## src/rtl/vga_params.vh

```
// rtl/vga_params.vh - default 640x480@60 timing constants for vga_scanout
`ifndef VGA_PARAMS_VH
`define VGA_PARAMS_VH

`define VGA_CLK_DIV        2
`define VGA_H_VIS          640
`define VGA_H_FP           16
`define VGA_H_SYNC         96
`define VGA_H_BP           48
`define VGA_V_VIS          480
`define VGA_V_FP           10
`define VGA_V_SYNC         2
`define VGA_V_BP           33
`define VGA_ADR_W          19

`define VGA_H_TOT          (`VGA_H_VIS + `VGA_H_FP + `VGA_H_SYNC + `VGA_H_BP)
`define VGA_V_TOT          (`VGA_V_VIS + `VGA_V_FP + `VGA_V_SYNC + `VGA_V_BP)
`define VGA_H_SYNC_START   (`VGA_H_VIS + `VGA_H_FP)
`define VGA_H_SYNC_END     (`VGA_H_SYNC_START + `VGA_H_SYNC - 1)
`define VGA_V_SYNC_START   (`VGA_V_VIS + `VGA_V_FP)
`define VGA_V_SYNC_END     (`VGA_V_SYNC_START + `VGA_V_SYNC - 1)
`define VGA_FB_SIZE        (`VGA_H_VIS * `VGA_V_VIS)

`endif

```

## src/rtl/vga_scanout_pkg.sv

```systemverilog
// rtl/vga_scanout_pkg.sv - timing defaults and IRGB channel helper for vga_scanout
`include "vga_params.vh"

package vga_scanout_pkg;

  localparam int VGA_CLK_DIV = `VGA_CLK_DIV;
  localparam int VGA_H_VIS   = `VGA_H_VIS;
  localparam int VGA_H_FP    = `VGA_H_FP;
  localparam int VGA_H_SYNC  = `VGA_H_SYNC;
  localparam int VGA_H_BP    = `VGA_H_BP;
  localparam int VGA_V_VIS   = `VGA_V_VIS;
  localparam int VGA_V_FP    = `VGA_V_FP;
  localparam int VGA_V_SYNC  = `VGA_V_SYNC;
  localparam int VGA_V_BP    = `VGA_V_BP;
  localparam int VGA_ADR_W   = `VGA_ADR_W;

  // One IRGB colour channel: the intensity bit lifts both the lit and unlit levels.
  function automatic logic [3:0] chan_level(input logic on, input logic bright);
    if (on) begin
      return bright ? 4'hF : 4'hA;
    end
    return bright ? 4'h5 : 4'h0;
  endfunction

endpackage

```

## src/rtl/vga_palette.sv

```systemverilog
// rtl/vga_palette.sv - combinational 4-bit IRGB index to 12-bit RGB table
module vga_palette
  import vga_scanout_pkg::*;
(
  input  logic [3:0]  idx_i,
  output logic [11:0] rgb_o
);

  always_comb begin
    rgb_o = {chan_level(idx_i[2], idx_i[3]),
             chan_level(idx_i[1], idx_i[3]),
             chan_level(idx_i[0], idx_i[3])};
  end

endmodule

```

## src/rtl/vga_scanout.sv

```systemverilog
// rtl/vga_scanout.sv - VGA timing generator and framebuffer scanout with IRGB palette
module vga_scanout
  import vga_scanout_pkg::*;
#(
  parameter int CLK_DIV = VGA_CLK_DIV,
  parameter int H_VIS   = VGA_H_VIS,
  parameter int H_FP    = VGA_H_FP,
  parameter int H_SYNC  = VGA_H_SYNC,
  parameter int H_BP    = VGA_H_BP,
  parameter int V_VIS   = VGA_V_VIS,
  parameter int V_FP    = VGA_V_FP,
  parameter int V_SYNC  = VGA_V_SYNC,
  parameter int V_BP    = VGA_V_BP,
  parameter int ADR_W   = VGA_ADR_W
) (
  input  logic             clk_i,
  input  logic             rst,
  input  logic             frame_ready_i,
  output logic [ADR_W-1:0] adr_o,
  output logic             re_o,
  input  logic [3:0]       dat_i,
  output logic [3:0]       vga_r_o,
  output logic [3:0]       vga_g_o,
  output logic [3:0]       vga_b_o,
  output logic             hsync_o,
  output logic             vsync_o,
  output logic             frame_start_o
);

  localparam int H_TOT   = H_VIS + H_FP + H_SYNC + H_BP;
  localparam int V_TOT   = V_VIS + V_FP + V_SYNC + V_BP;
  localparam int FB_SIZE = H_VIS * V_VIS;
  localparam int DW      = $clog2(CLK_DIV);
  localparam int HW      = $clog2(H_TOT);
  localparam int VW      = $clog2(V_TOT);

  localparam logic [DW-1:0]    DIV_LAST = DW'(CLK_DIV - 1);
  localparam logic [HW-1:0]    H_LAST   = HW'(H_TOT - 1);
  localparam logic [HW-1:0]    H_VIS_L  = HW'(H_VIS);
  localparam logic [HW-1:0]    H_SYNC_S = HW'(H_VIS + H_FP);
  localparam logic [HW-1:0]    H_SYNC_E = HW'(H_VIS + H_FP + H_SYNC - 1);
  localparam logic [VW-1:0]    V_LAST   = VW'(V_TOT - 1);
  localparam logic [VW-1:0]    V_VIS_L  = VW'(V_VIS);
  localparam logic [VW-1:0]    V_SYNC_S = VW'(V_VIS + V_FP);
  localparam logic [VW-1:0]    V_SYNC_E = VW'(V_VIS + V_FP + V_SYNC - 1);
  localparam logic [ADR_W-1:0] LIN_LAST = ADR_W'(FB_SIZE - 1);

  logic [DW-1:0]    div_q, div_d;
  logic [HW-1:0]    h_q, h_d;
  logic [VW-1:0]    v_q, v_d;
  logic [ADR_W-1:0] lin_q, lin_d;
  logic             en_q, en_d;
  logic [ADR_W-1:0] adr_q, adr_d;
  logic             re_q, re_d;
  logic             vis_a_q, vis_a_d;
  logic             hs_a_q, hs_a_d;
  logic             vs_a_q, vs_a_d;
  logic [11:0]      rgb_q, rgb_d;
  logic             hsync_q, hsync_d;
  logic             vsync_q, vsync_d;
  logic             fs_q, fs_d;

  logic             pix_en, origin, vis, h_sync_act, v_sync_act, en_cur;
  logic [ADR_W-1:0] lin_cur;
  logic [11:0]      pal_rgb;

  vga_palette u_palette (
    .idx_i (dat_i),
    .rgb_o (pal_rgb)
  );

  always_comb begin
    pix_en     = (div_q == DIV_LAST);
    origin     = (h_q == '0) && (v_q == '0);
    vis        = (h_q < H_VIS_L) && (v_q < V_VIS_L);
    h_sync_act = (h_q >= H_SYNC_S) && (h_q <= H_SYNC_E);
    v_sync_act = (v_q >= V_SYNC_S) && (v_q <= V_SYNC_E);
    // Arming takes effect on the origin tick itself so pixel (0,0) is already read.
    en_cur     = en_q | (origin & frame_ready_i);
    lin_cur    = origin ? '0 : lin_q;
  end

  always_comb begin
    div_d   = pix_en ? '0 : div_q + 1'b1;
    h_d     = h_q;
    v_d     = v_q;
    lin_d   = lin_q;
    en_d    = en_q;
    adr_d   = adr_q;
    re_d    = 1'b0;
    vis_a_d = vis_a_q;
    hs_a_d  = hs_a_q;
    vs_a_d  = vs_a_q;
    rgb_d   = rgb_q;
    hsync_d = hsync_q;
    vsync_d = vsync_q;
    fs_d    = 1'b0;
    if (pix_en) begin
      if (h_q == H_LAST) begin
        h_d = '0;
        v_d = (v_q == V_LAST) ? '0 : v_q + 1'b1;
      end else begin
        h_d = h_q + 1'b1;
      end
      if (vis) begin
        lin_d = (lin_cur == LIN_LAST) ? '0 : lin_cur + 1'b1;
      end else begin
        lin_d = lin_cur;
      end
      en_d    = en_cur;
      fs_d    = origin;
      adr_d   = lin_cur;
      re_d    = vis & en_cur;
      vis_a_d = vis & en_cur;
      hs_a_d  = ~h_sync_act;
      vs_a_d  = ~v_sync_act;
      // dat_i answers the stage-A read one clk later, well before this tick.
      rgb_d   = vis_a_q ? pal_rgb : 12'h000;
      hsync_d = hs_a_q;
      vsync_d = vs_a_q;
    end
  end

  always_ff @(posedge clk_i) begin
    if (rst) begin
      div_q   <= '0;
      h_q     <= '0;
      v_q     <= '0;
      lin_q   <= '0;
      en_q    <= 1'b0;
      adr_q   <= '0;
      re_q    <= 1'b0;
      vis_a_q <= 1'b0;
      hs_a_q  <= 1'b1;
      vs_a_q  <= 1'b1;
      rgb_q   <= 12'h000;
      hsync_q <= 1'b1;
      vsync_q <= 1'b1;
      fs_q    <= 1'b0;
    end else begin
      div_q   <= div_d;
      h_q     <= h_d;
      v_q     <= v_d;
      lin_q   <= lin_d;
      en_q    <= en_d;
      adr_q   <= adr_d;
      re_q    <= re_d;
      vis_a_q <= vis_a_d;
      hs_a_q  <= hs_a_d;
      vs_a_q  <= vs_a_d;
      rgb_q   <= rgb_d;
      hsync_q <= hsync_d;
      vsync_q <= vsync_d;
      fs_q    <= fs_d;
    end
  end

  assign adr_o         = adr_q;
  assign re_o          = re_q;
  assign vga_r_o       = rgb_q[11:8];
  assign vga_g_o       = rgb_q[7:4];
  assign vga_b_o       = rgb_q[3:0];
  assign hsync_o       = hsync_q;
  assign vsync_o       = vsync_q;
  assign frame_start_o = fs_q;

endmodule

```

## config.mk

```make
export PLATFORM = sky130hd
export DESIGN_NAME = vga_scanout
export DESIGN_NICKNAME = d
export VERILOG_FILES = /design/src/rtl/vga_scanout_pkg.sv /design/src/rtl/vga_palette.sv /design/src/rtl/vga_scanout.sv
export VERILOG_INCLUDE_DIRS = /design/src /design/src/rtl
export SDC_FILE = /design/constraint.sdc
export NUM_CORES = 1
export LEC_CHECK = 0
export CAP_MARGIN = 20
export CORE_MARGIN = 8
export CORE_UTILIZATION = 59
export DETAILED_ROUTE_END_ITERATION = 8
export PLACE_DENSITY = 0.86
export SLEW_MARGIN = 20
export SYNTH_ARGS = -nofsm -noshare
export SYNTH_HDL_FRONTEND = slang
export SYNTH_SLANG_ARGS = --single-unit
export TNS_END_PERCENT = 20
```

## constraint.sdc

```tcl
create_clock -name clk_i -period 9 [get_ports clk_i]
set_clock_uncertainty 0.05 [all_clocks]
set_input_delay 1.35 -clock clk_i [delete_from_list [all_inputs] [get_ports clk_i]]
set_output_delay 1.35 -clock clk_i [all_outputs]
set_load 0.03 [all_outputs]
```

---- After elaboration in Yosys (flattened, before gate mapping) ----
Cells that the tools add are included.
cells by class
  $add $sub $neg .......................... 4
  $lt $le $gt $ge ......................... 6
  equality and inequality tests ........... 3
  mux-type cells .......................... 17
  bitwise operators ....................... 6
  reduce and logical (&&, ||, !) cells .... 9
operator list
  operator                                                          count
  two-way mux 19 bit                                                3
  two-way mux 4 bit                                                 6
  adder 10 x 1 -> 10 bit (second input constant)                    2
  equality test 10 bit (second input constant)                      2
  logical NOT 10 bit                                                2
  two-way mux 10 bit                                                2
  adder 19 x 1 -> 19 bit (second input constant)                    1
  equality test 19 bit (second input constant)                      1
  two-way mux 12 bit                                                1
  >= comparator 10 bit (second input constant)                      1
  >= comparator 10 x 9 -> 1 bit (second input constant)             1
  less-or-equal comparator 10 bit (second input constant)           1
  less-or-equal comparator 10 x 9 -> 1 bit (second input constant)  1
  less-than comparator 10 bit (second input constant)               1
  less-than comparator 10 x 9 -> 1 bit (second input constant)      1
  two-way mux 3 bit                                                 2
  logical AND 1 bit                                                 4
  OR reduction 2 bit                                                2
  two-way mux 1 bit                                                 3
  NOT 1 bit                                                         3
  AND 1 bit                                                         2
  AND reduction 2 bit                                               1
  adder 1 bit (second input constant)                               1
  OR 1 bit                                                          1
storage, ports and cells
  register bits ........................... 79
  input port bits ......................... 7
  output and inout bits ................... 35
  logic and storage cells ................. 59

---- Depth between registers and ports, before layout ----
Gate-level depths: netlist of the first run.
  depth after elaboration ................. 6
  mapped depth ............................ 16
  depth with buffers taken out ............ 13

---- By module ----
A second synthesis of the first run with hierarchy kept.
unflattened totals
  cell total of the unflattened synthesis .. 389
  area, all modules ....................... 3540.9 um2
by module, submodules not included
  module       instances  cells each  area each (um2)  seq. area each (um2)
  vga_scanout  1          377         3450.8           1581.5
  vga_palette  1          12          90.1             0.0

---- Least setup slack after synthesis of the first run ----
OpenSTA, ideal clock, no wires.
  kind .................................... register to register
  start point ............................. reg v_q[0]
  end point ............................... reg lin_q[18]
  setup time .............................. 0.117 ns
  arrival time ............................ 3.316 ns
  data required time ...................... 8.833 ns
  setup slack ............................. 5.517 ns
  stages on the path, launching flop included .. 17
  buffers on the path ..................... 3
  period minus slack after synthesis ...... 3.483 ns
  cells stage by stage .................... dfxtp_1 -> inv_1 -> ha_1 -> or4b_2 -> nor3_2 -> nand3_1 -> clkbuf_1 -> and2_1 -> ha_1 -> nand3_2 -> or3_4 -> or4_4 -> buf_6 -> o21ai_4 -> buf_6 -> nand2_2 -> a32o_1
on the way
  longest elaborated chain between the ends .. 6
  elaborated cells between the ends (all ways) .. 9
  classes of those cells .................. 1 x add/sub; 1 x order compare; 1 x eq/ne; 3 x mux; 3 x reduce/logical
RTL lines
  element                                                         line                source
  start, declared                                                 vga_scanout.sv:50   logic [VW-1:0] v_q, v_d;
  start signal, assigned                                          vga_scanout.sv:143  v_q <= v_d;
  logical NOT 10 bit (*)                                          vga_scanout.sv:74   origin = (h_q == '0) && (v_q == '0);
  logical AND 1 bit (*)                                           vga_scanout.sv:74
  two-way mux 19 bit (*)                                          vga_scanout.sv:80   lin_cur = origin ? '0 : lin_q;
  named net lin_cur[0]                                            vga_scanout.sv:64   logic [ADR_W-1:0] lin_cur;
  adder 19 x 1 -> 19 bit or equality test 19 bit (tied branches)  vga_scanout.sv:106  lin_d = (lin_cur == LIN_LAST) ? '0 : lin_cur + 1'b1;
  two-way mux 19 bit (*)                                          vga_scanout.sv:106
  two-way mux 19 bit (*)                                          vga_scanout.sv:105  if (vis) begin
  end signal, assigned                                            vga_scanout.sv:144  lin_q <= lin_d;
  end, declared                                                   vga_scanout.sv:51   logic [ADR_W-1:0] lin_q, lin_d;
Mark *: on every way through the listed nets, which the timed path passes. The rest lies on a longest branch.
A chain may end at the register's enable or synchronous reset.

==> flow_summary.toml, run 1 <==
[synth]
synth_compound_area_share_pct = 18.4
synthMuxAreaShare_pct = 0.605
syn_avg_cell_area_um2 = 8.77
seq_area_frac_synth_pct = 43.0
synth_xor_area_share_pct = 4.50
synth_edf_count = 0
synth_top_family_by_area = "simple AND/OR/NAND/NOR gates"
syn-num-nets = 389
syn-cell-area_um2 = 3310
ys.flop_type = "dfxtp_1"
yosysWarnings = 0
synth_simple_gate_area_share_pct = 25.4
async_reset_ff_share_pct = 0
synthCells = 377
synth_fa_ha_area_share_pct = 1.89
ys_seq_elements = 71
synth_cell_type_count = 60

[sta]
rsz0062_at_grt = "false"
fin_ws_ps = 4820
slew_headroom_pct = 27.3
finalSetupViolCount = 0
finalSetupTns_ps = 0
holdWs_ps = 422
finalCriticalPeriod_ps = 4180
finalHoldViolCount = 0
fmax_mhz = 239
drv_slew = 0
worstMarginPinSlew_ps = 1080
post-route-period-util_pct = 46.4

[routing]
drt_wl_total_um = 7740
antenna_left = 0
vias = 2921
post-route-drc-count = 0
avgRoutedWirePerCell_um = 16.2
first_iter_violations = 219
vias_per_cell = 6.11
drtPass1Iterations = 5

[critical_path]
crit_start = "rst"
crit_path_start_kind = "input pin"
reg2reg_from = "h_q[0]"
r2r_slack_ps = 5020
path_max_fanout = 27
required_ps = 9190
worstSetupEndpoint = "lin_q[18]"
worst_setup_path_end_kind = "register"
rr_endpoint = "lin_q[17]"
reg2reg_depth = 12
critical_path_arrival_ps = 4370
worstSetupPathType = "input pin to register"

[clocking]
ctsLongestPathBuffers = 2
cts_resized = 0
root_buffer = "clkbuf_8"
cts_max_level = 3
cts_setup_buffers = 0
cts_tree = "done"
postCtsHoldBufs = 0
numCtsBuffers = 9
clock_sinks = 71
clkTransAtPathRegs_ps = 70
worst_skew_pair.late_latency_ps = 350

[worst_hold_path]
min_path_type = "register to register"
hold_path_depth = 2

[floorplanning]
dieArea_um2 = 8260
num_io_pins = 42
num_rows = 27
die_x_um = 90.9
coreArea_um2 = 5470
start_util_pct = 60.4
die_y_um = 90.9

[pwr]
peakVddDrop_mv = 0.101
power_frac_seq_pct = 53.5
swShare_pct = 24.5
power.switching_uw = 147
power.total_uw = 600
pwr-share-clk_pct = 39.3
combinationalPowerShare_pct = 7.2
power_leakage_nw = 1.37
p_int_uw = 453
power_density_nw_per_um2 = 155

[finish]
fin_nets = 414
finalInstanceArea_um2 = 3860
mostFrequentLayoutCell = "dfxtp_1"
area_growth_pct = 16.8
insertedDiodeCount = 0
instances_no_fill = 478
fin_util_pct = 70.6
final_layout_size_suffix_gt1_share_pct = 7.39
final_cell_mix = "dfxtp_1, clkdlybuf4s50_1, nor2_1"

[global_route]
grt_usage_pct = 18.8
grt_pass1_vias = 2795
antenna_found_initial = 0
grt_max_degree = 31
grt.overflow.total = 0
grt_pass1_wl_um = 13100

[placed_design]
place_inst = 463
io_buffers = 41
dpl_cell_area_um2 = 3670
gp_congestion = 0.915
hpwl_um = 5400
dp_slack_ps = 4480

[job]
drv_cap = 0

[status]
outcome = "finished clean"
-- state kept, by name, indices dropped and copies added (netlist names), 4 cells and up --
name   flops
rgb_q      4
lin_q     19
h_q       10
v_q       10
adr_o     19
-- cells in the mapped netlist, drive strengths merged, types with 4 or more instances --
library cell | number | area (um^2)
nand2 | 28 | 108
or3 | 6 | 42.5
a21o | 11 | 82.6
nor3 | 14 | 75.1
and3 | 6 | 37.5
xnor2 | 4 | 35.0
nor2 | 32 | 120
a21oi | 15 | 75.1
inv | 12 | 45.0
dfxtp | 71 | 1420
nor4 | 9 | 56.3
nand2b | 8 | 50.1
a31oi | 5 | 31.3
o21ai | 16 | 91.3
xor2 | 13 | 114
a22o | 17 | 149
nand4 | 13 | 81.3
buf | 13 | 96.3
clkbuf | 16 | 60.1
ha | 5 | 62.6
nand3 | 16 | 85.1
-- critical path, stage by stage --
cell,delay (ps)
clkdlybuf4s50_1,1000
or2_2,400
clkinv_1,620
or4_1,710
a32o_1,270
-- power by group through the flow --
stage / clock (mW) / combinational [mW] / sequential, mW
after CTS: 0.237 / 0.0424 / 0.321
final: 0.236 / 0.0435 / 0.321
after detailed placement: 0 / 0.0423 / 0.328
after floorplan: 0 / 0.0276 / 0.330
after global placement: 0 / 0.0412 / 0.327
after global routing: 0.252 / 0.0465 / 0.321
-- layout make-up --
type / instances / area, um^2
Multi-Input combinational cell: 264 / 1700
Timing Repair Buffer: 43 / 425
Fill cell: 457 / 1610
Clock buffer: 12 / 165
Inverter: 13 / 48.8
Tap cell: 72 / 90.1
Sequential cell: 71 / 1420
Clock inverter: 3 / 17.5
-- per-layer routing --
| metal | share of wire (%) | global-route usage, % |
|---|---|---|
| met1 | 43 | 21.8 |
| met5 | 0 | 0 |
| met2 | 48 | 31.6 |
| met3 | 6.6 | 5.57 |
| met4 | 2.0 | 7.78 |
-- cell families after synthesis --
kind of cell / after synthesis
adders and majority gates: 5
muxes: 2
AOI/OAI and AO/OA: 84
and+or+nand+nor: 156
buffers and inverters: 42
DFF: 71
xor gates and xnor gates: 17
-- how the worst min path moves through the flow --
stage | from | end
detailed placement | adr_o[5] | adr_o[5]
floorplan | hs_a_q | hsync_o
global route | adr_o[11] | adr_o[11]
finish | adr_o[0] | adr_o[0]
global placement | vs_a_q | vsync_o
CTS | adr_o[5] | adr_o[5]
No activity file was read; power rests on OpenSTA's default activity.
==> run 2, diff against run 1 <==
Settings changed: CORE_UTILIZATION 59 to 50, PLACE_DENSITY 0.86 to 0.78.
Clock period 9 ns to 3.7 ns, I/O delays scaled along.
==> run 2 against run 1 <==
Against the previous run: worst hold slack worse by 9.1 ps; via count down 1.6%; register-to-register slack worse by 4800 ps; global-route usage down 1.7 points; combinational power rose to 2.6 times the previous value; power rose to 2.5 times the previous value; clock-buffer cell count down 1; first-iteration DRC count down 20%; die area up 15%; flip-flop and latch count unchanged; sequential power up 140%; critical path depth up 9; critical path type is now register to register; largest power group unchanged.
==> flow_summary.toml, run 2 (synthesis gave the netlist of run 1 again) <==
[routing]
first_iter_violations = 175
antenna_left = 0
post-route-drc-count = 0
vias = 2875
drtPass1Iterations = 4
avgRoutedWirePerCell_um = 16.0
vias_per_cell = 5.83
drt_wl_total_um = 7910

[finish]
fin_nets = 423
fillers = 549
insertedDiodeCount = 0
mostFrequentLayoutCell = "dfxtp_1"
final_cell_mix = "dfxtp_1, clkdlybuf4s50_1, nor2_1"
area_growth_pct = 19.7
final_layout_size_suffix_gt1_share_pct = 9.62
instances_no_fill = 493

[clocking]
clock_sinks = 71
numCtsBuffers = 9
root_buffer = "clkbuf_8"
cts_tree = "done"
cts_max_level = 3
postCtsHoldBufs = 0
clkTransAtPathRegs_ps = 70
ctsLongestPathBuffers = 2
worst_skew_pair.late_latency_ps = 360

[floorplanning]
die_y_um = 97.3
start_util_pct = 51.8
num_rows = 29
coreArea_um2 = 6390
dieArea_um2 = 9480
die_x_um = 97.3
num_io_pins = 42

[critical_path]
path_max_fanout = 9
reg2reg_from = "v_q[1]"
critical_path_arrival_ps = 3720
worst_setup_path_end_kind = "register"
crit_path_start_kind = "register"
required_ps = 3900
worstSetupPathType = "register to register"
crit_start = "v_q[1]"

[placed_design]
gp_congestion = 0.917
place_inst = 476
hpwl_um = 5510
io_buffers = 41

[status]
outcome = "finished clean"

[pwr]
p_int_mw = 1.15
peakVddDrop_mv = 0.218
power_density_nw_per_um2 = 383
combinationalPowerShare_pct = 7.5
swShare_pct = 24.4
power.switching_uw = 370
pwr-share-clk_pct = 41.0
power_leakage_nw = 1.43
power_frac_seq_pct = 51.5

[sta]
slew_headroom_pct = 49.5
finalCriticalPeriod_ps = 3520
finalSetupTns_ps = 0
finalSetupViolCount = 0
drv_slew = 0
post-route-period-util_pct = 95.1
rsz0062_at_grt = "false"
fmax_mhz = 284
worstMarginPinSlew_ps = 747
finalHoldViolCount = 0

[job]
drv_cap = 0

[global_route]
grt_pass1_wl_um = 13700
grt_usage_pct = 17.1
grt_max_degree = 30
grt_pass1_vias = 2767
antenna_found_initial = 0
grt.overflow.total = 0

[worst_hold_path]
min_path_type = "register to register"
hold_start = "adr_o[5]"
-- run 2: cell types whose count changed in the layout (fill, tap and decap cells not counted), sizes merged --
cell,delta
bufinv,+1
clkinv,+2
clkbuf,-1
clkinvlp,-1
buf,+9
-- run 2: path summary, 6_finish.rpt --
check | endpoint | slack, ps | cells after the start
setup / recovery | lin_q[18] | 180 | 14
hold / removal | adr_o[5] | 410 | 2
setup reg to reg | lin_q[18] | 180 | 14
hold reg to reg | adr_o[5] | 410 | 2
-- run 2: repair_timing --
| item | in CTS | in global routing |
|---|---|---|
| hold endpoints to repair | 0 | 0 |
| resized for setup | 0 | 1 |
| setup buffers | 0 | 1 |
| setup endpoints to repair | 0 | 2 |
-- run 2: layout make-up --
cell class	count	area (um^2)	share of cell area (%)
clock buffers	11	141	3.57
well taps	77	96.3	2.43
multi-input cells	264	1690	42.6
repair buffers	52	505	12.8
flip-flops and latches	71	1420	35.9
clock inverters	5	57.6	1.45
inverters	13	48.8	1.23
-- run 2: power groups by stage --
stage	registers [mW]	logic (mW)	clock network (mW)
2_1_floorplan	0.803	0.0672	0
6_report	0.780	0.114	0.621
5_1_grt	0.781	0.123	0.669
3_5_place_dp	0.797	0.111	0
3_3_place_gp	0.797	0.109	0
4_1_cts	0.780	0.112	0.634
-- run 2: worst max-delay path: stages (launching register included) --
cell     delay, ps
dfxtp_1        420
inv_1           60
ha_1           170
or4b_2         200
nor3_2          60
nand3_1        160
and2_1         180
ha_1           200
nand3_2        140
or3_4          450
or4_4          600
o21ai_4        270
buf_12         160
nand2_2         50
a32o_1         240
-- run 2: metrics by stage --
stage               utilization [%]  hold WS [ps]  total power [mW]  area (um^2)  setup slack, ps
finish                         62.0           413              1.51         3960              181
global route                   62.0           438              1.57         3960             4.78
CTS                            61.7           417              1.53         3940              126
detailed placement             58.6           397             0.909         3740              147
global placement               58.6           405             0.906         3740              299
floorplan                         -           390             0.870         3310              217
-- run 2: layer usage --
layer	track usage [%]	share of wire (%)	wire length, um
met5	0	0	0
met2	27.2	47	3710
met4	7.81	1.4	110
met1	21.2	46	3620
met3	4.48	5.8	460
